**src/rtl/supernova_dcache_arbiter.sv**
```systemverilog
// Round-robin arbiter granting one requester at a time a single D-Cache access.
// Optional ack-wait timeout compiled in with `define SUPERNOVA_DCACHE_ARB_TIMEOUT_EN.

package stu_pkg;
  parameter int unsigned XLEN           = 64;
  parameter int unsigned PHYS_ADDR_SIZE = 56;
endpackage

module supernova_dcache_arbiter #(
  parameter int unsigned N_REQ          = 3,
  parameter int unsigned TIMEOUT_CYCLES = 255
) (
  input  logic                                           clk,
  input  logic                                           rst_n,
  input  logic                                           flush_in,
  input  logic [N_REQ-1:0]                               req_valid_in,
  input  logic [N_REQ-1:0]                               req_we_in,
  input  logic [N_REQ-1:0][stu_pkg::PHYS_ADDR_SIZE-1:0]  req_addr_in,
  input  logic [N_REQ-1:0][stu_pkg::XLEN-1:0]            req_wdata_in,
  input  logic [N_REQ-1:0][7:0]                          req_wstrb_in,
  output logic [N_REQ-1:0]                               req_ack_out,
  output logic [N_REQ-1:0]                               req_err_out,
  output logic [stu_pkg::XLEN-1:0]                       req_rdata_out,
  output logic                                           dcache_req_out,
  output logic                                           dcache_we_out,
  output logic [stu_pkg::PHYS_ADDR_SIZE-1:0]             dcache_addr_pa_out,
  output logic [stu_pkg::XLEN-1:0]                       dcache_wdata_out,
  output logic [7:0]                                     dcache_wstrb_out,
  input  logic [stu_pkg::XLEN-1:0]                       dcache_rdata_in,
  input  logic                                           dcache_ack_in,
  output logic                                           busy_out,
  output logic [((N_REQ > 1) ? $clog2(N_REQ) : 1)-1:0]   grant_idx_out
);

  localparam int unsigned IDX_W = (N_REQ > 1) ? $clog2(N_REQ) : 1;

  typedef enum logic {IDLE, BUSY} state_t;

  state_t                            state_q, state_d;
  logic [IDX_W-1:0]                  rr_q;
  logic [IDX_W-1:0]                  owner_q;
  logic [IDX_W-1:0]                  owner_next;
  logic [IDX_W-1:0]                  win_idx;
  logic [IDX_W-1:0]                  cand_idx;
  logic                              win_found;
  logic                              we_q;
  logic [stu_pkg::PHYS_ADDR_SIZE-1:0] addr_q;
  logic [stu_pkg::XLEN-1:0]          wdata_q;
  logic [7:0]                        wstrb_q;
  logic                              squash_q;
  logic                              squash_eff;
  logic                              grant;
  logic                              timeout_hit;
  logic                              complete;

  // Round-robin search starting at rr_q; first valid requester wins.
  always_comb begin
    win_found = 1'b0;
    win_idx   = '0;
    cand_idx  = '0;
    for (int unsigned i = 0; i < N_REQ; i++) begin
      cand_idx = IDX_W'((32'(rr_q) + i) % N_REQ);
      if (!win_found && req_valid_in[cand_idx]) begin
        win_found = 1'b1;
        win_idx   = cand_idx;
      end
    end
  end

  assign grant      = (state_q == IDLE) && win_found && !flush_in;
  assign owner_next = (owner_q == IDX_W'(N_REQ - 1)) ? '0 : owner_q + 1'b1;
  // A flush arriving in the same cycle as the ack still squashes a load.
  assign squash_eff = squash_q || ((state_q == BUSY) && flush_in && !we_q);

`ifdef SUPERNOVA_DCACHE_ARB_TIMEOUT_EN
  localparam int unsigned CNT_W = $clog2(TIMEOUT_CYCLES + 1);

  logic [CNT_W-1:0] tmo_cnt_q;

  always_ff @(posedge clk) begin
    if (!rst_n) begin
      tmo_cnt_q <= '0;
    end else if (state_q == IDLE) begin
      tmo_cnt_q <= '0;
    end else if (!dcache_ack_in) begin
      tmo_cnt_q <= tmo_cnt_q + 1'b1;
    end
  end

  // Counter reads 0 on the first BUSY cycle, so the limit hits on cycle TIMEOUT_CYCLES.
  assign timeout_hit = (state_q == BUSY) && !dcache_ack_in &&
                       ((32'(tmo_cnt_q) + 32'd1) >= TIMEOUT_CYCLES);
`else
  assign timeout_hit = 1'b0;
`endif

  assign complete = (state_q == BUSY) && (dcache_ack_in || timeout_hit);

  always_ff @(posedge clk) begin
    if (!rst_n) begin
      state_q <= IDLE;
    end else begin
      state_q <= state_d;
    end
  end

  always_comb begin
    state_d = state_q;
    unique case (state_q)
      IDLE:    if (grant)    state_d = BUSY;
      BUSY:    if (complete) state_d = IDLE;
      default: state_d = IDLE;
    endcase
  end

  always_comb begin
    req_ack_out   = '0;
    req_err_out   = '0;
    req_rdata_out = '0;
    if ((state_q == BUSY) && dcache_ack_in && !squash_eff) begin
      req_ack_out[owner_q] = 1'b1;
      req_rdata_out        = dcache_rdata_in;
    end
    if (timeout_hit && !squash_eff) begin
      req_err_out[owner_q] = 1'b1;
    end
  end

  always_ff @(posedge clk) begin
    if (!rst_n) begin
      rr_q     <= '0;
      owner_q  <= '0;
      we_q     <= 1'b0;
      addr_q   <= '0;
      wdata_q  <= '0;
      wstrb_q  <= '0;
      squash_q <= 1'b0;
    end else begin
      if (state_q == IDLE) begin
        squash_q <= 1'b0;
        if (grant) begin
          owner_q <= win_idx;
          we_q    <= req_we_in[win_idx];
          addr_q  <= req_addr_in[win_idx];
          wdata_q <= req_wdata_in[win_idx];
          wstrb_q <= req_wstrb_in[win_idx];
        end
      end else if (complete) begin
        rr_q     <= owner_next;
        squash_q <= 1'b0;
      end else if (flush_in && !we_q) begin
        squash_q <= 1'b1;
      end
    end
  end

  assign dcache_req_out     = (state_q == BUSY);
  assign busy_out           = (state_q == BUSY);
  assign dcache_we_out      = we_q;
  assign dcache_addr_pa_out = addr_q;
  assign dcache_wdata_out   = wdata_q;
  assign dcache_wstrb_out   = wstrb_q;
  assign grant_idx_out      = owner_q;

  a_ack_onehot : assert property (@(posedge clk) disable iff (!rst_n)
    $onehot0({req_ack_out, req_err_out}));
  a_rdata_zero : assert property (@(posedge clk) disable iff (!rst_n)
    (req_ack_out == '0) |-> (req_rdata_out == '0));

endmodule

```
**config.mk**
```make
export PLATFORM = sky130hd
export DESIGN_NAME = supernova_dcache_arbiter
export DESIGN_NICKNAME = d
export VERILOG_FILES = /design/src/rtl/supernova_dcache_arbiter.sv
export SDC_FILE = /design/constraint.sdc
export NUM_CORES = 1
export LEC_CHECK = 0
export CORE_AREA = 2 2 256 258
export CTS_BUF_LIST = sky130_fd_sc_hd__clkbuf_2
export DETAILED_ROUTE_END_ITERATION = 7
export DIE_AREA = 0 0 258 260
export GPL_ROUTABILITY_DRIVEN = 0
export PLACE_DENSITY = 0.53
export REMOVE_ABC_BUFFERS = 1
export SYNTH_ARGS = -nofsm -noshare
export SYNTH_HDL_FRONTEND = slang
export SYNTH_SLANG_ARGS = --single-unit
```
**constraint.sdc**
```tcl
create_clock -name clk -period 4.4 [get_ports clk]
set_input_delay 0.88 -clock clk [delete_from_list [all_inputs] [get_ports clk]]
set_output_delay 0.88 -clock clk [all_outputs]
set_load 0.03 [all_outputs]
```
==> results.toml, run 1 <==
[worst_hold_path]
hold_end = "dcache_addr_pa_out[9]$_SDFFE_PN0P_"
min_path_type = "in -> reg"
whs_path_depth = 2
min_from = "req_addr_in[121]"

[worst_setup_path]
arrival_ns = 3.12
regToRegStartpoint = "rr_q[0]$_SDFFE_PN0P_"
worstPathMaxFanout = 61
slowest_stage = "clkdlybuf4s50_1"
critPathKind = "reg -> out"
r2r_end = "dcache_addr_pa_out[50]$_SDFFE_PN0P_"
end_kind = "output port"
critPathLaunchType = "flop"
critPathMaxStageDelay_ns = 0.70
worstPathRequired_ns = 3.52
r2r_setup_slack_ns = 1.19
worstRegToRegCells = 8
crit_chain = "inv_1 > a21oi_1 > and3_1 > buf_6 > and2_1 > clkdlybuf4s50_1"
path_buf_inv = 3
critical-path-top-delay-family = "buffers and inverters"

[global_routing]
grt_pass1_vias = 13220
use_met1_pct = 22.62
grt_use_met2_pct = 26.59
grt_pass1_wl_mm = 88.62
grt_busiest_layer = "met2"
antenna_found_initial = 4
grt_max_degree = 130
grt_overflow = 0
grt_use_met3_pct = 5.750
grt_usage_pct = 17.37

[sta]
fin_crit_ns = 3.998
slew-limit-headroom_pct = 34.56
post-route-period-util_pct = 90.87
rsz0062_at_grt = "no"
whs_ns = 0.4570
worst_slew_pin_slew_ns = 0.9816
hold_viol = 0
fin_worst_skew_ns = 0.05060
max_freq_mhz = 250.1
setup_viol_count_final = 0
final_max_slew_viol_count = 0

[cts]
cts_tree = "built"
ctsHoldBuffers = 0
ctsHtreeMaxLevel = 4
clkLatencyLatePin_ns = 1.00
cts_made_buffers = 17
cts-root-buf = "clkbuf_2"
path_clk_slew_ns = 0.30
postCtsSetupRepairBufs = 0
clockBufferDepth = 2
cts.sink_count = 135
cts_resized = 0

[power]
ir_drop_uv = 144.2
p_leak_nw = 5.887
pwr_density_cell_mw_per_mm2 = 254.0
total_power_mw = 4.476

[synthesis]
yosysUniqueCellTypes = 37
yosysSeqAreaShare_pct = 27.36
ys.warnings.count = 0
synth_edf_count = 0
synthesis.area_mm2 = 0.009878
syn_avg_cell_area_um2 = 8.144
yosys_most_used_dff = "dfxtp_1"
syn_inst = 1213
ys_async_sr_fraction_pct = 0
ys_seq_elements = 135

[final_layout]
layout-drive-gt1-share_pct = 6.000
fin_util_pct = 27.48
design_area_mm2 = 0.01762
final_common_cell = "clkdlybuf4s50_1"
syn_to_final_growth_pct = 78.37
final_nets = 2199
layout_common_cells = "clkdlybuf4s50_1, and2_1, dfxtp_1, o21ai_0, nand3_1"

[floorplanning]
core_mm2 = 0.06412
initial_utilization_pct = 15.41
die_area_mm2 = 0.06708
io_pins = 661
die_w_um = 258
fp-row-count = 93
dieHeight_um = 260

[place]
placed_cell_area_mm2 = 0.01737
numPortBuffers = 657
dp_hpwl_mm = 42.19

[route]
wire_per_inst_um = 23.62
first_pass_iters = 8
drc = 0
route.antenna.remaining_nets = 0
via_count = 13220
avgViaCountPerCell = 5.062
totalWireLength_mm = 61.68
drtIter0Drc = 1230

[run]
cap_violations = 0

[status]
outcome = "complete, no violations"
## synthesized netlist by cell type, drive strengths merged (3+ instances only)
cell type / number / area (µm²)
buf: 63 / 406.6
inv: 6 / 22.52
o211ai: 129 / 968.4
dfxtp: 135 / 2703
nor3b: 3 / 22.52
ha: 4 / 50.05
and2: 193 / 1207
clkbuf: 119 / 446.7
and3b: 4 / 35.03
nor2b: 5 / 31.28
o21ai: 133 / 665.6
a221o: 129 / 1291
o2111ai: 129 / 1130
nand3: 131 / 655.6
mux2i: 3 / 30.03
a21oi: 5 / 36.29
## power breakdown
| part | internal (mW) | switching (mW) | total (mW) |
|---|---|---|---|
| Combinational | 0.990 | 1.16 | 2.15 |
| Sequential | 1.37 | 0.0845 | 1.46 |
| Clock | 0.226 | 0.641 | 0.866 |
| Total | 2.59 | 1.89 | 4.48 |
## layout make-up
cell class                 instances  area [µm²]
fill                            6741       46500
timing repair buffer             685        7183
multi-input combinational        892        6390
sequential                       135        2703
tap                              855        1070
clock inverter                    14       143.9
clock buffer                      18       90.09
inverter                           6       25.02
antenna                            6       15.01
## registers in the layout, indices dropped and copies added (netlist names)
register / flops
rr_q: 2
dcache_addr_pa_out: 56
dcache_wstrb_out: 8
squash_q: 1
dcache_we_out: 1
dcache_wdata_out: 64
grant_idx_out: 2
busy_out: 1
## logic make-up after synthesis
logic type / count (synthesis) / share of synthesized area (%)
buffers and inverters: 188 / 8.866
AND/OR/NAND/NOR: 345 / 20.27
other: 1 / 0.03796
multiplexers: 4 / 0.4560
flip-flops: 135 / 27.36
adder cells (fa/ha/maj): 4 / 0.5067
AO/OA/AOI/OAI: 536 / 42.51
## worst reg2reg max path, delay by kind of cell (launching register included)
family,cells,cell delay [ns]
AND/OR/NAND/NOR,2,1.00
adder cells (fa/ha/maj),1,0.52
buffers and inverters,2,0.45
AO/OA/AOI/OAI,3,0.72
flip-flops,1,0.49
## metal layers
| metal | up-vias | routed length, µm |
|---|---|---|
| li1 | 5889 | - |
| met1 | 6551 | 26510 |
| met2 | 681 | 27760 |
| met3 | 91 | 5664 |
| met4 | 4 | 1709 |
| met5 | - | 28 |
## how the worst max path moves through the flow
stage / start / to / depth (start not counted)
after floorplan: rr_q[1]$_SDFFE_PN0P_ / dcache_addr_pa_out[0]$_SDFFE_PN0P_ / 7
after global placement: flush_in / req_rdata_out[45] / 6
after detailed placement: flush_in / req_rdata_out[2] / 6
after CTS: dcache_we_out$_SDFFE_PN0P_ / req_rdata_out[2] / 6
after global routing: dcache_we_out$_SDFFE_PN0P_ / req_rdata_out[35] / 6
final: dcache_we_out$_SDFFE_PN0P_ / req_rdata_out[2] / 6
## per-stage QoR
stage	setup TNS (ns)	instances	worst slack (ns)
2_1_floorplan	-796.51	1033	-6.086
3_3_place_gp	0	2573	0.5797
3_5_place_dp	0	2573	0.4688
4_1_cts	0	2605	0.08438
5_1_grt	0	2607	0.08689
6_report	0	2611	0.4019
No activity file was read; power rests on OpenSTA's default activity.
==> inputs of run 2 (changes only) <==
- clock period: 4.4 -> 4.8 ns (I/O delays scaled with it)
==> run 2 against run 1 <==
  * Sequential cell count unchanged
  * Global-route usage decreased by 0.27 points
  * Core utilization decreased by 0.45 points
  * Die area unchanged
  * Critical path depth unchanged
==> results.toml, run 2 (same netlist as run 1, synthesis figures left out) <==
[sta]
rsz0062_at_grt = "no"
final_max_slew_viol_count = 0
max_freq_mhz = 237.7
slew-limit-headroom_pct = 31.87
fin_crit_ns = 4.207
whs_ns = 0.4937
worst_slew_pin_slew_ns = 1.022
tns_ns = 0
post-route-period-util_pct = 87.65
setup_viol_count_final = 0
worst_slack_ns = 0.5928
fin_worst_skew_ns = 0.06370
hold_viol = 0

[route]
wire_per_inst_um = 23.24
drc = 0
totalWireLength_mm = 60.51
first_pass_iters = 6
route.antenna.remaining_nets = 0
drtIter0Drc = 1158
avgViaCountPerCell = 5.022
via_count = 13080

[worst_setup_path]
slowest_stage = "clkdlybuf4s50_1"
critPathLaunch = "dcache_we_out$_SDFFE_PN0P_"
arrival_ns = 3.25
worstRegToRegCells = 7
crit_chain = "inv_1 > a21oi_1 > and3_1 > buf_4 > and2_1 > clkdlybuf4s50_1"
critPathLaunchType = "flop"
end_kind = "output port"
critPathMaxStageDelay_ns = 0.68
critPathKind = "reg -> out"
worstPathRequired_ns = 3.84
worstPathMaxFanout = 60
regToRegStartpoint = "rr_q[0]$_SDFFE_PN0P_"

[final_layout]
layout-drive-gt1-share_pct = 4.016
largest_reg_flops = 64
fillCellCount = 6799
final_nets = 2192
final_common_cell = "clkdlybuf4s50_1"
syn_to_final_growth_pct = 75.42
layout_common_cells = "clkdlybuf4s50_1, and2_1, dfxtp_1, o21ai_0, nand3_1"

[global_routing]
grt_max_degree = 143
grt_pass1_wl_mm = 87.33
grt_overflow = 0
grt_pass1_vias = 13090
antenna_found_initial = 9
grt_usage_pct = 17.10

[floorplanning]
io_pins = 661
core_mm2 = 0.06412
initial_utilization_pct = 15.41
fp-row-count = 93
dieHeight_um = 260
die_area_mm2 = 0.06708
die_w_um = 258

[place]
numPortBuffers = 657
dp_slack_ns = 0.6795
dp_hpwl_mm = 41.40

[power]
p_leak_nw = 5.725
ir_drop_uv = 147.6
pwr_density_cell_mw_per_mm2 = 240.2

[cts]
cts_made_buffers = 17
cts_tree = "built"
path_clk_slew_ns = 0.31
clockBufferDepth = 2
cts_resized = 0
ctsHoldBuffers = 0
ctsHtreeMaxLevel = 4
clkLatencyLatePin_ns = 1.04
cts-root-buf = "clkbuf_2"
postCtsSetupRepairBufs = 0
cts.sink_count = 135

[worst_hold_path]
whs_path_depth = 2
min_path_type = "in -> reg"
min_from = "req_addr_in[118]"

[run]
cap_violations = 0

[status]
outcome = "complete, no violations"
==> run 2: routing by layer <==
metal  GRT usage, %  part of all wire (%)  wire length, µm
met4          5.957                   2.6             1582
met3          6.637                    10             6118
met5              0                 0.086               52
met2          26.53                    45            27440
met1          21.51                    42            25320
==> run 2: stage by stage <==
step	area, µm²	power, mW	cells	utilization [%]
floorplan	9032	2.260	1033	-
global placement	17060	3.285	2566	26.61
detailed placement	17060	3.294	2566	26.61
CTS	17310	4.215	2598	27.00
global route	17330	4.372	2603	27.02
finish	17330	4.163	2604	27.03
==> run 2: worst paths after layout <==
kind | slack (ns) | endpoint
worst min-delay path | 0.49 | dcache_addr_pa_out[6]$_SDFFE_PN0P_
worst max register to register | 1.56 | dcache_addr_pa_out[51]$_SDFFE_PN0P_
worst max-delay path | 0.59 | req_rdata_out[41]
worst min register to register | 0.58 | rr_q[1]$_SDFFE_PN0P_
==> run 2: where the power goes <==
part	switching [mW]	internal [mW]	leakage (nW)
sequential	0.0780	1.26	1.11
clock	0.617	0.258	0.145
combinational	1.06	0.892	4.47
total	1.75	2.41	5.72
==> run 2: area by class of cell <==
class	count	area (µm²)	area share (%)
Tap cell	855	1070	6.174
Multi-Input combinational cell	892	6390	36.88
Clock buffer	18	90.09	0.5199
Antenna cell	6	15.01	0.08665
Clock inverter	14	163.9	0.9459
Sequential cell	135	2703	15.60
Inverter	6	25.02	0.1444
Timing Repair Buffer	678	6872	39.66
==> run 2: worst max-delay path, delay by kind of cell, from the launching register on <==
family          cells  cell delay (ns)
compound gates      1             0.18
buf+inv             3             1.15
flops               1             0.45
simple gates        2             0.47
==> inputs of run 3 (changes only) <==
- CELL_PAD_IN_SITES_DETAIL_PLACEMENT: unset -> 1
- CELL_PAD_IN_SITES_GLOBAL_PLACEMENT: unset -> 1
- CORE_AREA: 2 2 256 258 -> 2 2 261 263
- DIE_AREA: 0 0 258 260 -> 0 0 263 265
- PLACE_DENSITY: 0.53 -> 0.66
==> run 3 against run 2 <==
  * Non-clock buffer count rose by 11
  * Wire length grew 3.1%
  * Total power decreased by 0.17%
  * Worst setup slack got worse by 0.082 ns
  * Critical path depth is the same
  * Core utilization decreased by 0.93 points
  * Highest routed layer unchanged
  * Sequential cell count did not move
  * Clock power decreased by 2%
  * Design area increased by 0.61%
  * Register-to-register slack worse by 0.31 ns
  * Critical path type unchanged
  * Die area grew 3.9%
==> results.toml, run 3 (same netlist as run 1, synthesis figures left out) <==
[status]
outcome = "complete, no violations"

[final_layout]
fillCellCount = 7782
multi_input_area_mm2 = 0.006390
final_common_cell = "clkdlybuf4s50_1"
final_nets = 2203
layout-drive-gt1-share_pct = 4.564
largest_reg_flops = 64
layout_common_cells = "clkdlybuf4s50_1, and2_1, dfxtp_1, o21ai_0, nand3_1"
seqCellArea_mm2 = 0.002703
syn_to_final_growth_pct = 76.49

[worst_hold_path]
min_path_type = "in -> reg"
whs_path_depth = 2
hold_end = "dcache_wdata_out[5]$_SDFFE_PN0P_"
min_from = "req_wdata_in[133]"

[floorplanning]
die_area_mm2 = 0.06970
dieHeight_um = 265
initial_utilization_pct = 14.79
core_mm2 = 0.06680
io_pins = 661
fp-row-count = 95
die_w_um = 263

[cts]
clockBufferDepth = 2
postCtsSetupRepairBufs = 0
cts-root-buf = "clkbuf_2"
clkLatencyLatePin_ns = 0.99
ctsHoldBuffers = 0
ctsHtreeMaxLevel = 4
cts_tree = "built"
path_clk_slew_ns = 0.32
cts_made_buffers = 17
cts_resized = 0
cts.sink_count = 135

[global_routing]
use_met1_pct = 21.40
antenna_found_initial = 6
grt_use_met3_pct = 4.505
grt_usage_pct = 17.21
grt_use_met2_pct = 28.17
grt_pass1_wl_mm = 92.74
grt_pass1_vias = 13860
grt_overflow = 0
grt_busiest_layer = "met2"
grt_max_degree = 188

[sta]
rsz0062_at_grt = "no"
setup_viol_count_final = 0
fin_crit_ns = 4.289
max_freq_mhz = 233.2
slew-limit-headroom_pct = 25.62
final_max_slew_viol_count = 0
whs_ns = 0.5188
worst_slew_pin_slew_ns = 1.116
fin_worst_skew_ns = 0.04646
hold_viol = 0
post-route-period-util_pct = 89.35

[worst_setup_path]
path_buf_inv = 3
critPathLaunch = "dcache_we_out$_SDFFE_PN0P_"
end_kind = "output port"
crit_chain = "inv_1 > a21oi_1 > and3_1 > buf_4 > and2_1 > clkdlybuf4s50_1"
arrival_ns = 3.33
worstRegToRegCells = 8
worstPathRequired_ns = 3.84
regToRegStartpoint = "rr_q[1]$_SDFFE_PN0P_"
r2r_setup_slack_ns = 1.25
critPathKind = "reg -> out"
worstPathMaxFanout = 64
critical-path-top-delay-family = "buffers and inverters"
critPathMaxStageDelay_ns = 0.69
slowest_stage = "clkdlybuf4s50_1"
critPathLaunchType = "flop"
r2r_end = "dcache_addr_pa_out[18]$_SDFFE_PN0P_"

[power]
power_frac_comb_pct = 47.3
pwr_density_cell_mw_per_mm2 = 238.4
p_sw_share_pct = 42.08
p_leak_nw = 5.778
total_power_mw = 4.156
p_int_mw = 2.407
switching_power_mw = 1.749
ir_drop_uv = 93.84
p_clk_share_pct = 20.6
p_seq_share_pct = 32.1

[route]
avgViaCountPerCell = 4.993
totalWireLength_mm = 62.37
first_pass_iters = 6
via_count = 13130
drc = 0
drtIter0Drc = 914
wire_per_inst_um = 23.72
route.antenna.remaining_nets = 0

[place]
numPortBuffers = 657
dp_hpwl_mm = 42.56

[run]
cap_violations = 0
==> run 3: cell count changes in the layout (fill, tap and decap cells not counted) <==
| cell | delta |
|---|---|
| buf_12 | +1 |
| buf_4 | +10 |
| clkbuf_2 | -1 |
| clkinv_4 | -2 |
| clkinvlp_4 | +1 |
| diode_2 | -3 |
| inv_8 | +1 |
==> run 3: cell type report <==
| type | instances | area share, % |
|---|---|---|
| Sequential cell | 135 | 15.50 |
| Tap cell | 873 | 6.265 |
| Clock inverter | 14 | 0.9473 |
| Antenna cell | 3 | 0.04306 |
| Multi-Input combinational cell | 892 | 36.65 |
| Clock buffer | 17 | 0.4880 |
| Timing Repair Buffer | 689 | 39.96 |
| Inverter | 6 | 0.1435 |
==> run 3: worst max path at each step <==
stage | to | slack [ns] | depth (start not counted)
finish | req_rdata_out[45] | 0.51 | 6
global route | req_rdata_out[62] | 0.19 | 6
CTS | req_rdata_out[27] | 0.30 | 6
detailed placement | req_rdata_out[15] | 0.73 | 6
global placement | req_rdata_out[6] | 0.87 | 6
floorplan | dcache_addr_pa_out[0]$_SDFFE_PN0P_ | -5.69 | 7
==> run 3: metal layers <==
metal / vias to the layer above / wire length, µm
li1: 5895 / -
met1: 6596 / 26700
met2: 537 / 29670
met3: 97 / 4022
met4: 2 / 1968
met5: - / 13
==> run 3: stage by stage <==
stage	utilization, %	setup TNS, ns	cell area, µm²	setup slack, ns	instances
global placement	25.71	0	17180	0.8724	2595
CTS	26.09	0	17430	0.2959	2626
finish	26.10	0	17430	0.5111	2629
detailed placement	25.71	0	17180	0.7345	2595
floorplan	-	-743.71	9032	-5.686	1033
global route	26.10	0	17430	0.1925	2629
==> run 3: power by group through the flow <==
stage	logic [mW]	clock network (mW)	registers [mW]
5_1_grt	2.09	0.942	1.35
6_report	1.96	0.857	1.33
2_1_floorplan	0.660	0	1.60
4_1_cts	1.97	0.909	1.33
3_5_place_dp	1.97	0	1.35
3_3_place_gp	1.93	0	1.35
